<file path="src/rtl/text_cmd_engine.sv">
// Text-mode command engine: CPU register file plus executor that writes {attr, char}
// cells into text VRAM through a request/ack write port.
module text_cmd_engine #(
    parameter int COLS    = 80,
    parameter int ROWS    = 30,
    parameter int ATTR_W  = 8,
    parameter int VADDR_W = 12
) (
    input  logic                  cpu_clock,
    input  logic                  reset,
    input  logic                  ce,
    input  logic                  rw,
    input  logic [3:0]            addr,
    input  logic [7:0]            data_in,
    output logic [7:0]            data_out,
    output logic                  data_oe,
    output logic                  vram_we,
    output logic [VADDR_W-1:0]    vram_addr,
    output logic [8+ATTR_W-1:0]   vram_wdata,
    input  logic                  vram_ack,
    output logic                  busy
);

    typedef enum logic [1:0] {S_IDLE, S_WRITE, S_FILL} state_t;

    localparam logic [VADDR_W-1:0] COLS_A    = VADDR_W'(COLS);
    localparam logic [VADDR_W-1:0] ROW_SPAN  = VADDR_W'(COLS - 1);
    localparam logic [VADDR_W-1:0] LAST_CELL = VADDR_W'(COLS * ROWS - 1);

    state_t                state_q, state_d;
    logic [7:0]            arg0_q, arg0_d, arg1_q, arg1_d, arg2_q, arg2_d, arg3_q, arg3_d;
    logic [7:0]            cur_row_q, cur_row_d, cur_col_q, cur_col_d;
    logic [7:0]            pend_row_q, pend_row_d, pend_col_q, pend_col_d;
    logic                  err_q, err_d, we_q, we_d, busy_q, busy_d;
    logic [VADDR_W-1:0]    vaddr_q, vaddr_d, last_q, last_d;
    logic [8+ATTR_W-1:0]   wdata_q, wdata_d;

    logic                  cmd_wr, arg_row_bad, arg_col_bad;
    logic [VADDR_W-1:0]    arg_base, arg_cell, cur_cell;
    logic [8+ATTR_W-1:0]   cell_data;
    logic [15:0]           arg_next, cur_next;

    // Position following (r, c) in raster order, wrapping bottom-right to top-left.
    function automatic logic [15:0] advance(input logic [7:0] r, input logic [7:0] c);
        if (32'(c) >= COLS - 1)
            return {((32'(r) >= ROWS - 1) ? 8'd0 : r + 8'd1), 8'd0};
        return {r, c + 8'd1};
    endfunction

    always_comb begin
        cmd_wr      = ce & rw & (addr == 4'd0);
        arg_row_bad = 32'(arg2_q) >= ROWS;
        arg_col_bad = 32'(arg3_q) >= COLS;
        arg_base    = VADDR_W'(arg2_q) * COLS_A;
        arg_cell    = arg_base + VADDR_W'(arg3_q);
        cur_cell    = VADDR_W'(cur_row_q) * COLS_A + VADDR_W'(cur_col_q);
        cell_data   = {ATTR_W'(arg1_q), arg0_q};
        arg_next    = advance(arg2_q, arg3_q);
        cur_next    = advance(cur_row_q, cur_col_q);
    end

    always_comb begin
        state_d    = state_q;
        arg0_d     = arg0_q;
        arg1_d     = arg1_q;
        arg2_d     = arg2_q;
        arg3_d     = arg3_q;
        cur_row_d  = cur_row_q;
        cur_col_d  = cur_col_q;
        pend_row_d = pend_row_q;
        pend_col_d = pend_col_q;
        err_d      = err_q;
        we_d       = we_q;
        busy_d     = busy_q;
        vaddr_d    = vaddr_q;
        last_d     = last_q;
        wdata_d    = wdata_q;

        if (ce & rw) begin
            case (addr)
                4'd1:    arg0_d = data_in;
                4'd2:    arg1_d = data_in;
                4'd3:    arg2_d = data_in;
                4'd4:    arg3_d = data_in;
                default: ;
            endcase
        end

        case (state_q)
            S_IDLE: begin
                if (cmd_wr) begin
                    // Commands use the argument values held before this cycle's write.
                    case (data_in[2:0])
                        3'd0: begin
                            if (arg_row_bad || arg_col_bad) begin
                                err_d = 1'b1;
                            end else begin
                                state_d    = S_WRITE;
                                we_d       = 1'b1;
                                busy_d     = 1'b1;
                                vaddr_d    = arg_cell;
                                wdata_d    = cell_data;
                                pend_row_d = arg_next[15:8];
                                pend_col_d = arg_next[7:0];
                            end
                        end
                        3'd1: begin
                            if (arg_row_bad || arg_col_bad) begin
                                err_d = 1'b1;
                            end else begin
                                cur_row_d = arg2_q;
                                cur_col_d = arg3_q;
                            end
                        end
                        3'd2: begin
                            state_d    = S_WRITE;
                            we_d       = 1'b1;
                            busy_d     = 1'b1;
                            vaddr_d    = cur_cell;
                            wdata_d    = cell_data;
                            pend_row_d = cur_next[15:8];
                            pend_col_d = cur_next[7:0];
                        end
                        3'd3: begin
                            state_d = S_FILL;
                            we_d    = 1'b1;
                            busy_d  = 1'b1;
                            vaddr_d = '0;
                            last_d  = LAST_CELL;
                            wdata_d = cell_data;
                        end
                        3'd4: begin
                            if (arg_row_bad) begin
                                err_d = 1'b1;
                            end else begin
                                state_d = S_FILL;
                                we_d    = 1'b1;
                                busy_d  = 1'b1;
                                vaddr_d = arg_base;
                                last_d  = arg_base + ROW_SPAN;
                                wdata_d = cell_data;
                            end
                        end
                        3'd7:    err_d = 1'b0;
                        default: err_d = 1'b1;
                    endcase
                end
            end
            S_WRITE: begin
                if (cmd_wr)
                    err_d = 1'b1;
                if (vram_ack) begin
                    state_d   = S_IDLE;
                    we_d      = 1'b0;
                    busy_d    = 1'b0;
                    cur_row_d = pend_row_q;
                    cur_col_d = pend_col_q;
                end
            end
            S_FILL: begin
                if (cmd_wr)
                    err_d = 1'b1;
                if (vram_ack) begin
                    if (vaddr_q == last_q) begin
                        state_d = S_IDLE;
                        we_d    = 1'b0;
                        busy_d  = 1'b0;
                    end else begin
                        vaddr_d = vaddr_q + 1'b1;
                    end
                end
            end
            default: begin
                state_d = S_IDLE;
                we_d    = 1'b0;
                busy_d  = 1'b0;
            end
        endcase
    end

    always_ff @(posedge cpu_clock or posedge reset) begin
        if (reset) begin
            state_q    <= S_IDLE;
            arg0_q     <= '0;
            arg1_q     <= '0;
            arg2_q     <= '0;
            arg3_q     <= '0;
            cur_row_q  <= '0;
            cur_col_q  <= '0;
            pend_row_q <= '0;
            pend_col_q <= '0;
            err_q      <= 1'b0;
            we_q       <= 1'b0;
            busy_q     <= 1'b0;
            vaddr_q    <= '0;
            last_q     <= '0;
            wdata_q    <= '0;
        end else begin
            state_q    <= state_d;
            arg0_q     <= arg0_d;
            arg1_q     <= arg1_d;
            arg2_q     <= arg2_d;
            arg3_q     <= arg3_d;
            cur_row_q  <= cur_row_d;
            cur_col_q  <= cur_col_d;
            pend_row_q <= pend_row_d;
            pend_col_q <= pend_col_d;
            err_q      <= err_d;
            we_q       <= we_d;
            busy_q     <= busy_d;
            vaddr_q    <= vaddr_d;
            last_q     <= last_d;
            wdata_q    <= wdata_d;
        end
    end

    always_comb begin
        data_out = 8'h00;
        if (ce & ~rw) begin
            case (addr)
                4'd1:    data_out = arg0_q;
                4'd2:    data_out = arg1_q;
                4'd3:    data_out = arg2_q;
                4'd4:    data_out = arg3_q;
                4'd5:    data_out = {6'b0, err_q, busy_q};
                4'd6:    data_out = cur_row_q;
                4'd7:    data_out = cur_col_q;
                default: data_out = 8'h00;
            endcase
        end
    end

    assign data_oe    = ce & ~rw;
    assign vram_we    = we_q;
    assign vram_addr  = vaddr_q;
    assign vram_wdata = wdata_q;
    assign busy       = busy_q;

endmodule

</file>
<file path="config.mk">
export PLATFORM = sky130hd
export DESIGN_NAME = text_cmd_engine
export DESIGN_NICKNAME = d
export VERILOG_FILES = /design/src/rtl/text_cmd_engine.sv
export SDC_FILE = /design/constraint.sdc
export NUM_CORES = 1
export LEC_CHECK = 0
export CAP_MARGIN = 10
export CORE_AREA = 2 2 129 131
export CTS_BUF_LIST = sky130_fd_sc_hd__clkbuf_8
export CTS_CLUSTER_SIZE = 40
export DETAILED_ROUTE_END_ITERATION = 7
export DIE_AREA = 0 0 131 133
export GPL_TIMING_DRIVEN = 0
export PLACE_DENSITY = 0.72
export RECOVER_POWER = 100
export SKIP_LAST_GASP = 1
export SLEW_MARGIN = 20
export SYNTH_ARGS = -nofsm -noshare
export SYNTH_HDL_FRONTEND = slang
export SYNTH_SLANG_ARGS = --single-unit
</file>
<file path="constraint.sdc">
create_clock -name cpu_clock -period 4.4 [get_ports cpu_clock]
set_clock_uncertainty 0.1 [all_clocks]
set_input_delay 0.88 -clock cpu_clock [delete_from_list [all_inputs] [get_ports cpu_clock]]
set_output_delay 0.88 -clock cpu_clock [all_outputs]
set_load 0.05 [all_outputs]
</file>
==> qor.csv <==
metric,value,unit
Vias,6182,
Area Overhead vs Synth,13.04,%
actual slew at the worst max-slew pin,1716,ps
FP Rows,47,
share of layout cells above drive strength 1,0.1036,
GRT Util Overall,0.2306,
Setup crit start kind,input port,
"CTS clk-pin slew, worst paths",120,ps
RSZ-0062 raised after global routing,no,
root buffer cell,clkbuf_8,
CTS buffer count,9,
Post-Route WL,19.64,mm
"top cells by area, synth","dfrtp_1 (37%), mux2_2 (7.9%), ha_1 (7.2%), a21oi_1 (4.3%), xnor2_1 (4.2%)",
WP buf/inv,3,
Initial Utilization,0.4415,
clk sinks,105,
Hold Fails Final Rpt,0,
Synth area leader,dfrtp_1,
CP arrival,3260,ps
Worst-Skew Late Latency,410,ps
Final Slew Violations,108,
Syn Area/Cell,9.371,um^2
status,finished with violations,
fin nets,887,
largest net degree at the start of global routing,68,
gpl congestion,0.9765,
vias in the first global route,5779,
Peak Freq,235.6,MHz
LEAKAGE,3.501,nW
CORE AREA,16170,um^2
power density cells,669.8,nW/um^2
CTS tree,built,
initial antenna violation count,0,
IO Count,56,
CP Capture Type,output pin,
CP top delay family,buffers and inverters,
"non-filler cells, final",1050,
"EDFF count, synth",0,
CP cell instances,dlygate4sd3_1 -> or2_1 -> buf_6 -> nor3b_2 -> a22oi_1 -> a31oi_1 -> dlygate4sd2_1,
WL/cell,18.70,um
crit path kind,input port to output pin,
sequential area share after synthesis,0.3680,
most frequent cells in the layout,"dfrtp_1 (105), nand2_1 (71), a21oi_1 (62), mux2_2 (50), nor2_1 (50)",
CTS HTree Levels,3,
HP Class,flop to flop,
fin crit share,0.9646,
Cells after Synth,762,
Post-DP HPWL,14.39,mm
I/O Buffers,51,
global-route wire length before repair,31.26,mm
Max Cap Violations,2,
die width,131,um
# diodes,0,
violated checks,"max-capacitance violations, max-slew violations",
Slew HR,-0.1441,
PnR Total Power,5.406,mW
CP max FO,7,
Yosys warning count,0,
final antenna-violating net count,0,
Mapped Nets,824,
Post-synth ARST share,1.000,
drt drc,0,
DRT iter0 DRCs,506,
"commonest non-fill, non-tap cell in the layout",dfrtp_1,
min Tclk post-route,4244,ps
DIE AREA,17420,um^2
routed vias/inst,5.888,
critical path required time,3420,ps
critical path's largest stage delay,590,ps
Cell variety after synth,70,
chip height,133,um
"Max stage delay cell, worst path",dlygate4sd3_1,
Hold Buf Count CTS,0,
Seq cells post-synth,105,
# setup viols final,0,
Most used DFF post-synth,dfrtp_1,
clock buffer depth,2,
post-synth top area share,0.3680,
placed insts,1034,
Mapped Area,7141,um^2
GR Overflow Total,0,
First-pass DRT Iterations,5,
Max VDD drop,0.0003278,V
final cells by class:
class | instances | area, um^2
Fill cell | 1571 | 8100
Multi-Input combinational cell | 578 | 4158
Sequential cell | 105 | 2628
Timing Repair Buffer | 52 | 475.5
Tap cell | 220 | 275.3
Buffer | 50 | 212.7
Clock buffer | 9 | 123.9
Inverter | 29 | 110.1
Clock inverter | 7 | 88.84
cell families after synthesis:
group / share of synthesized area
and+or+nand+nor: 0.1558
DFF: 0.3680
buffers and inverters: 0.04819
muxes: 0.1167
adders and majority gates: 0.08306
xor gates and xnor gates: 0.05835
AOI/OAI and AO/OA: 0.1700
sequential cells by signal (all words and copies together) (netlist names):
register / cells
vram_addr: 12
arg2_q: 8
err_q: 1
cur_col_q: 8
pend_col_q: 8
busy: 1
cur_row_q: 8
state_q: 2
arg1_q: 8
arg3_q: 8
last_q: 9
pend_row_q: 8
arg0_q: 8
vram_wdata: 16
worst register-to-register path, stage by stage (launching register included):
cell       delay, ps
dfrtp_1          450
clkbuf_1         380
inv_1            210
ha_1             240
nor2_1            90
o21a_1           140
clkbuf_1         320
o2111ai_1        410
a21oi_1          720
clkbuf_1         420
a21oi_1          120
a21oi_1          130
final timing paths:
kind,from,to,slack (ps),cells past startpoint
min in group asynchronous,reset,vram_wdata[14]$_DFFE_PP0P_,1210,2
max in group asynchronous,reset,vram_addr[5]$_DFFE_PP0P_,650,3
setup / recovery,addr[2],data_out[7],160,7
setup reg to reg,arg2_q[0]$_DFFE_PP0P_,vram_addr[2]$_DFFE_PP0P_,590,11
hold reg to reg,pend_col_q[5]$_DFFE_PP0P_,pend_col_q[5]$_DFFE_PP0P_,400,2
hold / removal,pend_col_q[5]$_DFFE_PP0P_,pend_col_q[5]$_DFFE_PP0P_,400,2
layer usage:
metal / routed length (um) / global-route usage / vias to the layer above
met5: 0 / 0 / -
met3: 1305 / 0.04367 / 48
li1: - / - / 2870
met1: 8543 / 0.3255 / 2998
met2: 9173 / 0.3512 / 266
met4: 616 / 0.08452 / 0
timing repair:
item,CTS,global route
gates resized for setup,4,7
buffers inserted,0,0
pin swaps,0,0
hold endpoints to repair,0,0
endpoints found under the setup margin,8,6
through the flow:
| step | setup TNS, ps | hold slack, ps | setup slack (ps) | instance area [um^2] | util |
|---|---|---|---|---|---|
| floorplan | 0 | 348.3 | 489.6 | 7141 | - |
| global placement | -106850 | 363.5 | -1009 | 7926 | 0.4901 |
| detailed placement | -1702 | 370.0 | -255.1 | 7959 | 0.4921 |
| CTS | 0 | 397.2 | 33.34 | 8179 | 0.5058 |
| global route | 0 | 418.0 | 58.26 | 8071 | 0.4991 |
| finish | 0 | 398.9 | 155.8 | 8071 | 0.4991 |
synthesized netlist by cell type, types with 8 or more instances:
| library cell | n |
|---|---|
| a21o_1 | 8 |
| a21oi_1 | 61 |
| a221oi_1 | 8 |
| a22oi_1 | 17 |
| a31oi_1 | 9 |
| buf_2 | 11 |
| clkbuf_1 | 32 |
| dfrtp_1 | 105 |
| ha_1 | 41 |
| inv_1 | 29 |
| mux2_2 | 50 |
| mux2i_1 | 27 |
| nand2_1 | 71 |
| nand3_1 | 19 |
| nand4_1 | 9 |
| nor2_1 | 50 |
| nor2b_1 | 11 |
| nor3_1 | 13 |
| o21ai_0 | 33 |
| xnor2_1 | 34 |
| xor2_1 | 11 |
report_power, final:
group | switching [mW] | internal (mW)
registers | 0.416 | 1.21
logic | 1.80 | 1.33
clock network | 0.417 | 0.234
(Power assumes the default switching activity.)
